--- config.mk ---
export PLATFORM = sky130hd
export DESIGN_NAME = rv32_progmem_loader
export DESIGN_NICKNAME = d
export VERILOG_FILES = /design/src/rtl/rv32_progmem_loader.sv
export SDC_FILE = /design/constraint.sdc
export NUM_CORES = 1
export LEC_CHECK = 0
export CAP_MARGIN = 15
export CORE_MARGIN = 5
export CORE_UTILIZATION = 48
export DETAILED_ROUTE_END_ITERATION = 10
export PLACE_DENSITY_LB_ADDON = 0.25
export SYNTH_ARGS = -nofsm -noshare
export SYNTH_HDL_FRONTEND = slang
export SYNTH_SLANG_ARGS = --single-unit
export TNS_END_PERCENT = 5
--- constraint.sdc ---
create_clock -name clk -period 2.3 [get_ports clk]
set_input_delay 0.345 -clock clk [delete_from_list [all_inputs] [get_ports clk]]
set_output_delay 0.345 -clock clk [all_outputs]
set_load 0.05 [all_outputs]
--- src/rtl/rv32_progmem_loader.sv ---
// rv32_progmem_loader: turns a MAGIC/LEN-framed host byte stream into 32-bit instruction-memory writes.
// Define RV32_LOADER_CHECKSUM_EN to require a trailing XOR checksum byte after the payload.
module rv32_progmem_loader #(
    parameter int         ADDR_WIDTH = 8,
    parameter logic [7:0] MAGIC      = 8'hA5
) (
    input  logic                  clk,
    input  logic                  reset,
    input  logic                  rx_valid,
    input  logic [7:0]            rx_data,
    output logic                  rx_ready,
    output logic                  mem_we,
    output logic [ADDR_WIDTH-1:0] mem_addr,
    output logic [31:0]           mem_wdata,
    output logic                  core_stall,
    output logic                  load_done,
    output logic                  load_error,
    output logic [ADDR_WIDTH:0]   words_loaded
);
`ifdef RV32_LOADER_CHECKSUM_EN
    typedef enum logic [2:0] {IDLE, LEN_LO, LEN_HI, DATA, CHECK, DONE, ERROR} state_t;
`else
    typedef enum logic [2:0] {IDLE, LEN_LO, LEN_HI, DATA, DONE, ERROR} state_t;
`endif
    localparam logic [16:0] CAP = 17'(1) << ADDR_WIDTH;

    state_t                r_state, w_state;
    logic [15:0]           r_len, w_len;
    logic [1:0]            r_bcnt, w_bcnt;
    logic [23:0]           r_buf, w_buf;
    logic                  r_rx_ready, w_rx_ready;
    logic                  r_mem_we, w_mem_we;
    logic [ADDR_WIDTH-1:0] r_mem_addr, w_mem_addr;
    logic [31:0]           r_mem_wdata, w_mem_wdata;
    logic                  r_core_stall, w_core_stall;
    logic                  r_load_done, w_load_done;
    logic                  r_load_error, w_load_error;
    logic [ADDR_WIDTH:0]   r_wl, w_wl;
`ifdef RV32_LOADER_CHECKSUM_EN
    logic [7:0]            r_acc, w_acc;
`endif

    logic                  w_take;
    logic [16:0]           w_len_full;
    logic [ADDR_WIDTH:0]   w_wl_inc;
    logic                  w_last;

    assign w_take     = rx_valid && r_rx_ready;
    assign w_len_full = {1'b0, rx_data, r_len[7:0]};
    assign w_wl_inc   = r_wl + (ADDR_WIDTH+1)'(1);
    assign w_last     = 17'(w_wl_inc) == {1'b0, r_len};

    always_comb begin
        w_state      = r_state;
        w_len        = r_len;
        w_bcnt       = r_bcnt;
        w_buf        = r_buf;
        w_mem_we     = 1'b0;
        w_mem_addr   = r_mem_addr;
        w_mem_wdata  = r_mem_wdata;
        w_core_stall = r_core_stall;
        w_load_done  = r_load_done;
        w_load_error = r_load_error;
        w_wl         = r_wl;
`ifdef RV32_LOADER_CHECKSUM_EN
        w_acc        = r_acc;
`endif
        if (w_take) begin
            case (r_state)
                IDLE, DONE: begin
                    if (rx_data == MAGIC) begin
                        w_state      = LEN_LO;
                        w_wl         = '0;
                        w_bcnt       = 2'd0;
                        w_core_stall = 1'b1;
                        w_load_done  = 1'b0;
`ifdef RV32_LOADER_CHECKSUM_EN
                        w_acc        = 8'h00;
`endif
                    end
                end
                LEN_LO: begin
                    w_len[7:0] = rx_data;
                    w_state    = LEN_HI;
                end
                LEN_HI: begin
                    w_len[15:8] = rx_data;
                    if (w_len_full > CAP) begin
                        w_state      = ERROR;
                        w_load_error = 1'b1;
                        w_core_stall = 1'b1;
                    end else if (w_len_full == 17'd0) begin
`ifdef RV32_LOADER_CHECKSUM_EN
                        w_state      = CHECK;
`else
                        w_state      = DONE;
                        w_load_done  = 1'b1;
                        w_core_stall = 1'b0;
`endif
                    end else begin
                        w_state = DATA;
                    end
                end
                DATA: begin
                    // Bytes shift in from the top so the first byte ends up least significant.
                    w_buf  = {rx_data, r_buf[23:8]};
                    w_bcnt = r_bcnt + 2'd1;
`ifdef RV32_LOADER_CHECKSUM_EN
                    w_acc  = r_acc ^ rx_data;
`endif
                    if (r_bcnt == 2'd3) begin
                        w_mem_we    = 1'b1;
                        w_mem_addr  = r_wl[ADDR_WIDTH-1:0];
                        w_mem_wdata = {rx_data, r_buf};
                        w_wl        = w_wl_inc;
                        if (w_last) begin
`ifdef RV32_LOADER_CHECKSUM_EN
                            w_state      = CHECK;
`else
                            w_state      = DONE;
                            w_load_done  = 1'b1;
                            w_core_stall = 1'b0;
`endif
                        end
                    end
                end
`ifdef RV32_LOADER_CHECKSUM_EN
                CHECK: begin
                    w_state      = (rx_data == r_acc) ? DONE : ERROR;
                    w_load_done  = rx_data == r_acc;
                    w_core_stall = rx_data != r_acc;
                    w_load_error = rx_data != r_acc;
                end
`endif
                default: ;
            endcase
        end
        w_rx_ready = w_state != ERROR;
    end

    always_ff @(posedge clk) begin
        if (reset) begin
            r_state      <= IDLE;
            r_len        <= '0;
            r_bcnt       <= '0;
            r_buf        <= '0;
            r_rx_ready   <= 1'b0;
            r_mem_we     <= 1'b0;
            r_mem_addr   <= '0;
            r_mem_wdata  <= '0;
            r_core_stall <= 1'b1;
            r_load_done  <= 1'b0;
            r_load_error <= 1'b0;
            r_wl         <= '0;
`ifdef RV32_LOADER_CHECKSUM_EN
            r_acc        <= '0;
`endif
        end else begin
            r_state      <= w_state;
            r_len        <= w_len;
            r_bcnt       <= w_bcnt;
            r_buf        <= w_buf;
            r_rx_ready   <= w_rx_ready;
            r_mem_we     <= w_mem_we;
            r_mem_addr   <= w_mem_addr;
            r_mem_wdata  <= w_mem_wdata;
            r_core_stall <= w_core_stall;
            r_load_done  <= w_load_done;
            r_load_error <= w_load_error;
            r_wl         <= w_wl;
`ifdef RV32_LOADER_CHECKSUM_EN
            r_acc        <= w_acc;
`endif
        end
    end

    assign rx_ready     = r_rx_ready;
    assign mem_we       = r_mem_we;
    assign mem_addr     = r_mem_addr;
    assign mem_wdata    = r_mem_wdata;
    assign core_stall   = r_core_stall;
    assign load_done    = r_load_done;
    assign load_error   = r_load_error;
    assign words_loaded = r_wl;
endmodule

==> metrics.cfg, run 1 <==
[sta]
fin_crit_ns=2.21
finalCritPeriodShare_pct=95.9
whs_ns=0.432
rsz0062_at_grt=no
fin_skew_ns=0.0103
fmax_ghz=0.453
max_slew_margin_pct=64.2
maxSlewViolCount=0
setup_violations=0
final_hold_viol_count=0
tightest_slew_ns=0.535

[outcome]
status=completed

[global_routing]
grt_max_degree=78
grt-ovfl-total=0
grt_pass1_wl_mm=17.0
antenna_found_initial=0
grt_pass1_vias=3489
track_usage_pct=20.6

[floorplan]
coreArea_sq_um=8180
initial_core_util_pct=49.2
dieArea_sq_um=10300
die_w_um=102
rows=33
fp.dieH_um=102
pin_count=65

[route]
ant_nets=0
drt_iter0_drc=174
dr.pass1.iters=4
routed_via_density=5.44
drc=0
postRouteWirelength_mm=10.2
vias=3695
routedWlPerCell_um=14.9

[cts]
cts_hold_buf=0
cts.sinks=99
htreeDepth=3
clock_path_buffers=2
clk_pin_slew_ns=0.10
clock_latency_ns=0.36
cts_tree=done
cts_setup_buffers=0
cts_made_buffers=9
cts_root_buf=clkbuf_8

[placed_design]
io_buffers=64
place_congestion=0.889
placedCellCount=663
dpl.hpwl_mm=7.19
postPlaceCellArea_sq_um=4950

[layout]
fin_nets=582
fill_cells=723
drive_above_1_share_pct=12.0
num_antenna_cells=0
design_area_sq_um=5160
final_cells=679
ff_latch_area_sq_um=1990
multi_input_area_sq_um=1910
post-route-util_pct=63.1
synthToLayoutAreaGrowth_pct=28.2

[synthesis]
synth_top_family_by_area=simple AND/OR/NAND/NOR gates
synth-simple-area-share_pct=25.1
syn_inst=494
synth-xor-area-share_pct=2.61
synth_cell_types=50
synth-adder-area-share_pct=0.622
yosysWarningCount=0
synth_edf_count=0
ys.flop_type=dfxtp_1
ys_ff_latch=99
postSynthAreaPerCell_sq_um=8.15
seq_area_frac_synth_pct=49.2
synth_compound_area_share_pct=14.7
async_flop_share_pct=0
synthMuxAreaShare_pct=3.98
synth_area_sq_um=4030
synth_nets=507

[critical_path]
start_kind=primary input
cp_slowest_cell=or4_4
cp-end-kind=flop
worstPathRequired_ns=2.59
path_cells=clkdlybuf4s50_1 -> or4_4 -> or4_4 -> nor3_2 -> or2b_1 -> o211ai_1 -> a31oi_1
cp_max_fo=3
slowest_delay_ns=0.58
crit_arrival_ns=2.49
worstSetupPathType=in -> reg
cpMostUsedCell=or4_4

[min_path]
hold_path_class=in -> reg

[job]
drv_cap=0

[power]
power_per_cell_area_nw_per_um2=565
irDropWorstVdd_v=0.000347
p_leak_nw=1.81

==> through the flow <==
stage	setup TNS, ns	total power (W)	worst slack, ns
5_1_grt	0	0.00303	0.000356
3_3_place_gp	-1.73	0.00188	-0.252
6_report	0	0.00292	0.0936
4_1_cts	0	0.00294	0.0237
3_5_place_dp	-2.52	0.00188	-0.304
2_1_floorplan	0	0.00182	0.0356
==> cells by family (layout without fill, tap and decap cells) <==
family | count (synthesis) | after routing
buf+inv | 38 | 118
compound gates | 107 | 107
simple gates | 220 | 220
fa+ha+maj | 2 | 2
mux | 16 | 16
xor+xnor | 12 | 12
flops | 99 | 99
==> cell usage in the layout (no fill, tap or decap), drive strengths merged, types with 5 or more instances in the layout <==
| cell type | synthesis | routed |
|---|---|---|
| nand2 | 142 | 142 |
| clkdlybuf4s50 | 0 | 63 |
| a21oi | 79 | 79 |
| dfxtp | 99 | 99 |
| and3 | 5 | 5 |
| inv | 3 | 5 |
| xnor2 | 7 | 7 |
| nor2 | 28 | 28 |
| nor3 | 5 | 5 |
| o21ai | 11 | 11 |
| buf | 10 | 36 |
| mux2i | 16 | 16 |
| clkbuf | 25 | 10 |
| nand3 | 5 | 5 |
| xor2 | 5 | 5 |
| or4 | 6 | 6 |
==> what timing repair did <==
action,CTS,global route
hold endpoints to repair,0,0
resized for setup,0,4
setup endpoints to repair,0,7
==> Yosys cell counts (all sizes together), types with 2 or more instances <==
cell	number	area (sq um)
nand2	142	536
dfxtp	99	1980
a21oi	79	395
nor2	28	105
clkbuf	25	95.1
mux2i	16	160
o21ai	11	55.1
buf	10	46.3
xnor2	7	61.3
or4	6	52.6
and3	5	31.3
nand3	5	25.0
nor3	5	35.0
xor2	5	43.8
a31oi	4	25.0
nor4	4	40.0
or3	4	25.0
and2	3	18.8
inv	3	11.3
nand3b	3	22.5
ha	2	25.0
nand2b	2	12.5
nand4	2	12.5
nand4b	2	17.5
o211ai	2	15.0
o21a	2	15.0
==> cell type report <==
cell class,count,area share [%]
flip-flops and latches,99,38.6
well taps,105,2.55
clock inverters,6,1.19
clock buffers,10,2.47
inverters,3,0.218
multi-input cells,357,37.1
repair buffers,99,17.9
==> path summary, 6_finish.rpt <==
path | from | to | slack [ns] | depth (start not counted)
worst min-delay path | reset | words_loaded[7]$_SDFFE_PP0P_ | 0.43 | 2
worst min register to register | mem_wdata[3]$_SDFFE_PP0P_ | mem_wdata[3]$_SDFFE_PP0P_ | 0.46 | 2
worst max register to register | words_loaded[0]$_SDFFE_PP0P_ | r_state[0]$_SDFF_PP0_ | 0.10 | 8
worst max-delay path | rx_data[3] | rx_ready$_SDFF_PP0_ | 0.09 | 7
==> flip-flops by register name (all words and copies together), names as in the netlist <==
name / count
mem_wdata: 32
r_buf: 24
r_len: 16
words_loaded: 9
mem_addr: 8
r_state: 3
r_bcnt: 2
core_stall: 1
load_done: 1
load_error: 1
mem_we: 1
rx_ready: 1
==> worst max-delay path, delay by kind of cell <==
kind / cells / cell delay [ns]
buffers and inverters: 1 / 0.44
AO/OA/AOI/OAI: 2 / 0.25
AND/OR/NAND/NOR: 4 / 1.45
==> report_power, final <==
group	switching, W	internal, W
logic	0.0000722	0.0000509
clock network	0.000653	0.000419
registers	0.00000794	0.00172
==> routing by layer <==
metal  global-route usage [%]  vias up  wire [um]
li1                         -     1822          -
met1                     28.6     1769       4820
met2                     31.8       94       4630
met3                     5.03       10        582
met4                     5.83        0        116
met5                        0        -          0
Note: power is estimated with default switching activity, not from simulation.
==> inputs of run 2 (changes only) <==
ABC_CLOCK_PERIOD_IN_PS = 2300   (was default)
==> results of run 2 <==
The final DEF is identical to that of run 1; final timing and power are the same.
==> inputs of run 3 (changes only) <==
CORE_UTILIZATION = 27   (was 48)
REMOVE_ABC_BUFFERS = 1   (was default)
==> run 3 against run 2 <==
Against the previous run: non-clock buffer count increased by 1; clock skew decreased by 0.0030 ns; setup slack got worse by 0.055 ns; first-iteration DRC count increased by 43%; clock power increased by 49%; count of clock-buffer cells in the layout decreased by 1; hold slack got worse by 0.11 ns; critical path type unchanged; largest power group unchanged; highest routed layer unchanged.
==> metrics.cfg, run 3 (synthesis gave the netlist of run 1 again) <==
[outcome]
status=completed

[layout]
num_antenna_cells=0  ; unchanged
final_cell_mix=nand2_1 (140), dfxtp_1 (99), a21oi_1 (79)
fill_cells=1491  ; +110%
design_area_sq_um=5410  ; +4.8%
fin_nets=583  ; +0.17%
synthToLayoutAreaGrowth_pct=34.3
largest_reg_flops=32  ; unchanged
drive_above_1_share_pct=12.0  ; -0.021 points
layout_commonest_cell=nand2_1

[power]
total_power_w=0.00344  ; +18%
irDropWorstVdd_v=0.000403  ; +16%
power_per_cell_area_nw_per_um2=636  ; +12%
p_leak_nw=1.88  ; +3.9%

[critical_path]
r2r_cells=8  ; unchanged
cp-end-kind=flop
crit_arrival_ns=2.53  ; +0.04 ns
worstPathRequired_ns=2.57  ; -0.02 ns
worstSetupPathType=in -> reg
start_kind=primary input
cp_max_fo=3  ; unchanged

[global_routing]
grt_pass1_vias=3460  ; -0.83%
track_usage_pct=12.2  ; -8.4 points
grt-ovfl-total=0  ; unchanged
antenna_found_initial=0  ; unchanged
grt_max_degree=47  ; -40%
grt_pass1_wl_mm=17.8  ; +4.3%

[sta]
rsz0062_at_grt=yes
max_slew_margin_pct=65.3  ; +1.1 points
setup_violations=0  ; unchanged
tightest_slew_ns=0.519  ; -0.0161 ns
maxSlewViolCount=0  ; unchanged
fin_skew_ns=0.00733  ; -0.00302 ns
fmax_ghz=0.442  ; -2.4%
fin_crit_ns=2.26  ; +0.0550 ns
final_hold_viol_count=0  ; unchanged
finalCritPeriodShare_pct=98.3  ; +2.4 points

[cts]
htreeDepth=3  ; unchanged
cts_setup_buffers=0  ; unchanged
cts_tree=done
clk_pin_slew_ns=0.07  ; -0.03 ns
cts_made_buffers=9  ; unchanged
clock_latency_ns=0.34  ; -0.02 ns
cts.sinks=99  ; unchanged
clock_path_buffers=2  ; unchanged
cts_root_buf=clkbuf_16

[placed_design]
io_buffers=64  ; unchanged
dpl.hpwl_mm=7.71  ; +7.2%
postPlaceCellArea_sq_um=5040  ; +1.8%
place_congestion=0.900  ; +1.3%

[floorplan]
die_w_um=132  ; +30%
rows=44  ; +33%
fp.dieH_um=132  ; +30%
pin_count=65  ; unchanged
initial_core_util_pct=27.6  ; -22 points
dieArea_sq_um=17400  ; +69%
coreArea_sq_um=14600  ; +78%

[route]
drc=0  ; unchanged
ant_nets=0  ; unchanged
routedWlPerCell_um=14.4  ; -3.7%
drt_iter0_drc=249  ; +43%
dr.pass1.iters=5  ; +1
postRouteWirelength_mm=10.9  ; +7.7%
routed_via_density=4.75  ; -13%
vias=3606  ; -2.4%

[min_path]
hold_path_class=in -> reg
whs_path_depth=2  ; unchanged

[job]
drv_cap=0  ; unchanged

## run 3: cell count changes in the layout (fill, tap and decap cells not counted), moves of 2 or more
cell and change:
clkbuf_16 +9, clkbuf_8 -9, dfxtp_1 +4, buf_4 +3, clkinv_4 -2, dfxtp_2 -2, dfxtp_4 -2, inv_6 +2
## run 3: path summary, 6_finish.rpt
path	startpoint	to	slack [ns]
setup / recovery	rx_data[1]	rx_ready$_SDFF_PP0_	0.04
hold / removal	reset	r_state[1]$_SDFF_PP0_	0.32
setup reg to reg	words_loaded[0]$_SDFFE_PP0P_	r_state[0]$_SDFF_PP0_	0.11
hold reg to reg	r_buf[0]$_SDFFE_PP0P_	r_buf[0]$_SDFFE_PP0P_	0.45
## run 3: metrics by stage
step	setup TNS, ns	hold WS (ns)	util [%]	std cells	worst slack [ns]
global placement	-1.83	0.441	34.6	743	-0.298
finish	0	0.323	37.1	759	0.0386
CTS	0	0.311	36.8	759	0.0118
floorplan	-37.67	0.411	-	459	-1.20
detailed placement	-2.19	0.444	34.6	743	-0.369
global route	-0.0118	0.316	37.1	759	-0.00709
## run 3: repair_timing
action | CTS | global route
endpoints found under the hold margin | 0 | 0
pin swaps | 0 | 2
endpoints found under the setup margin | 3 | 4
gates resized for setup | 2 | 5
hold buffers | 0 | 0
## run 3: worst max-delay path, stage by stage
cell,delay (ns)
clkdlybuf4s50_1,0.45
or4_4,0.61
or4_4,0.46
nor3_4,0.24
or2b_1,0.16
o211ai_1,0.09
a31oi_1,0.17
## run 3: power breakdown
part	internal, W	total, W	switching (W)
logic	0.0000469	0.000125	0.0000782
clock network	0.000873	0.00159	0.000715
registers	0.00172	0.00172	0.00000718
## run 3: final cells by class
type	instances	area (sq um)	area share (%)
sequential	99	1980	36.7
multi-input combinational	357	1950	36.0
timing repair buffer	100	921	17.0
tap	184	230	4.26
clock buffer	9	225	4.17
clock inverter	7	91.3	1.69
inverter	3	11.3	0.208
## run 3: layer usage
metal / GRT usage, % / share of wire, %
met5: 0 / 0
met2: 19.3 / 46
met4: 3.83 / 1.2
met1: 16.4 / 48
met3: 2.98 / 4.6
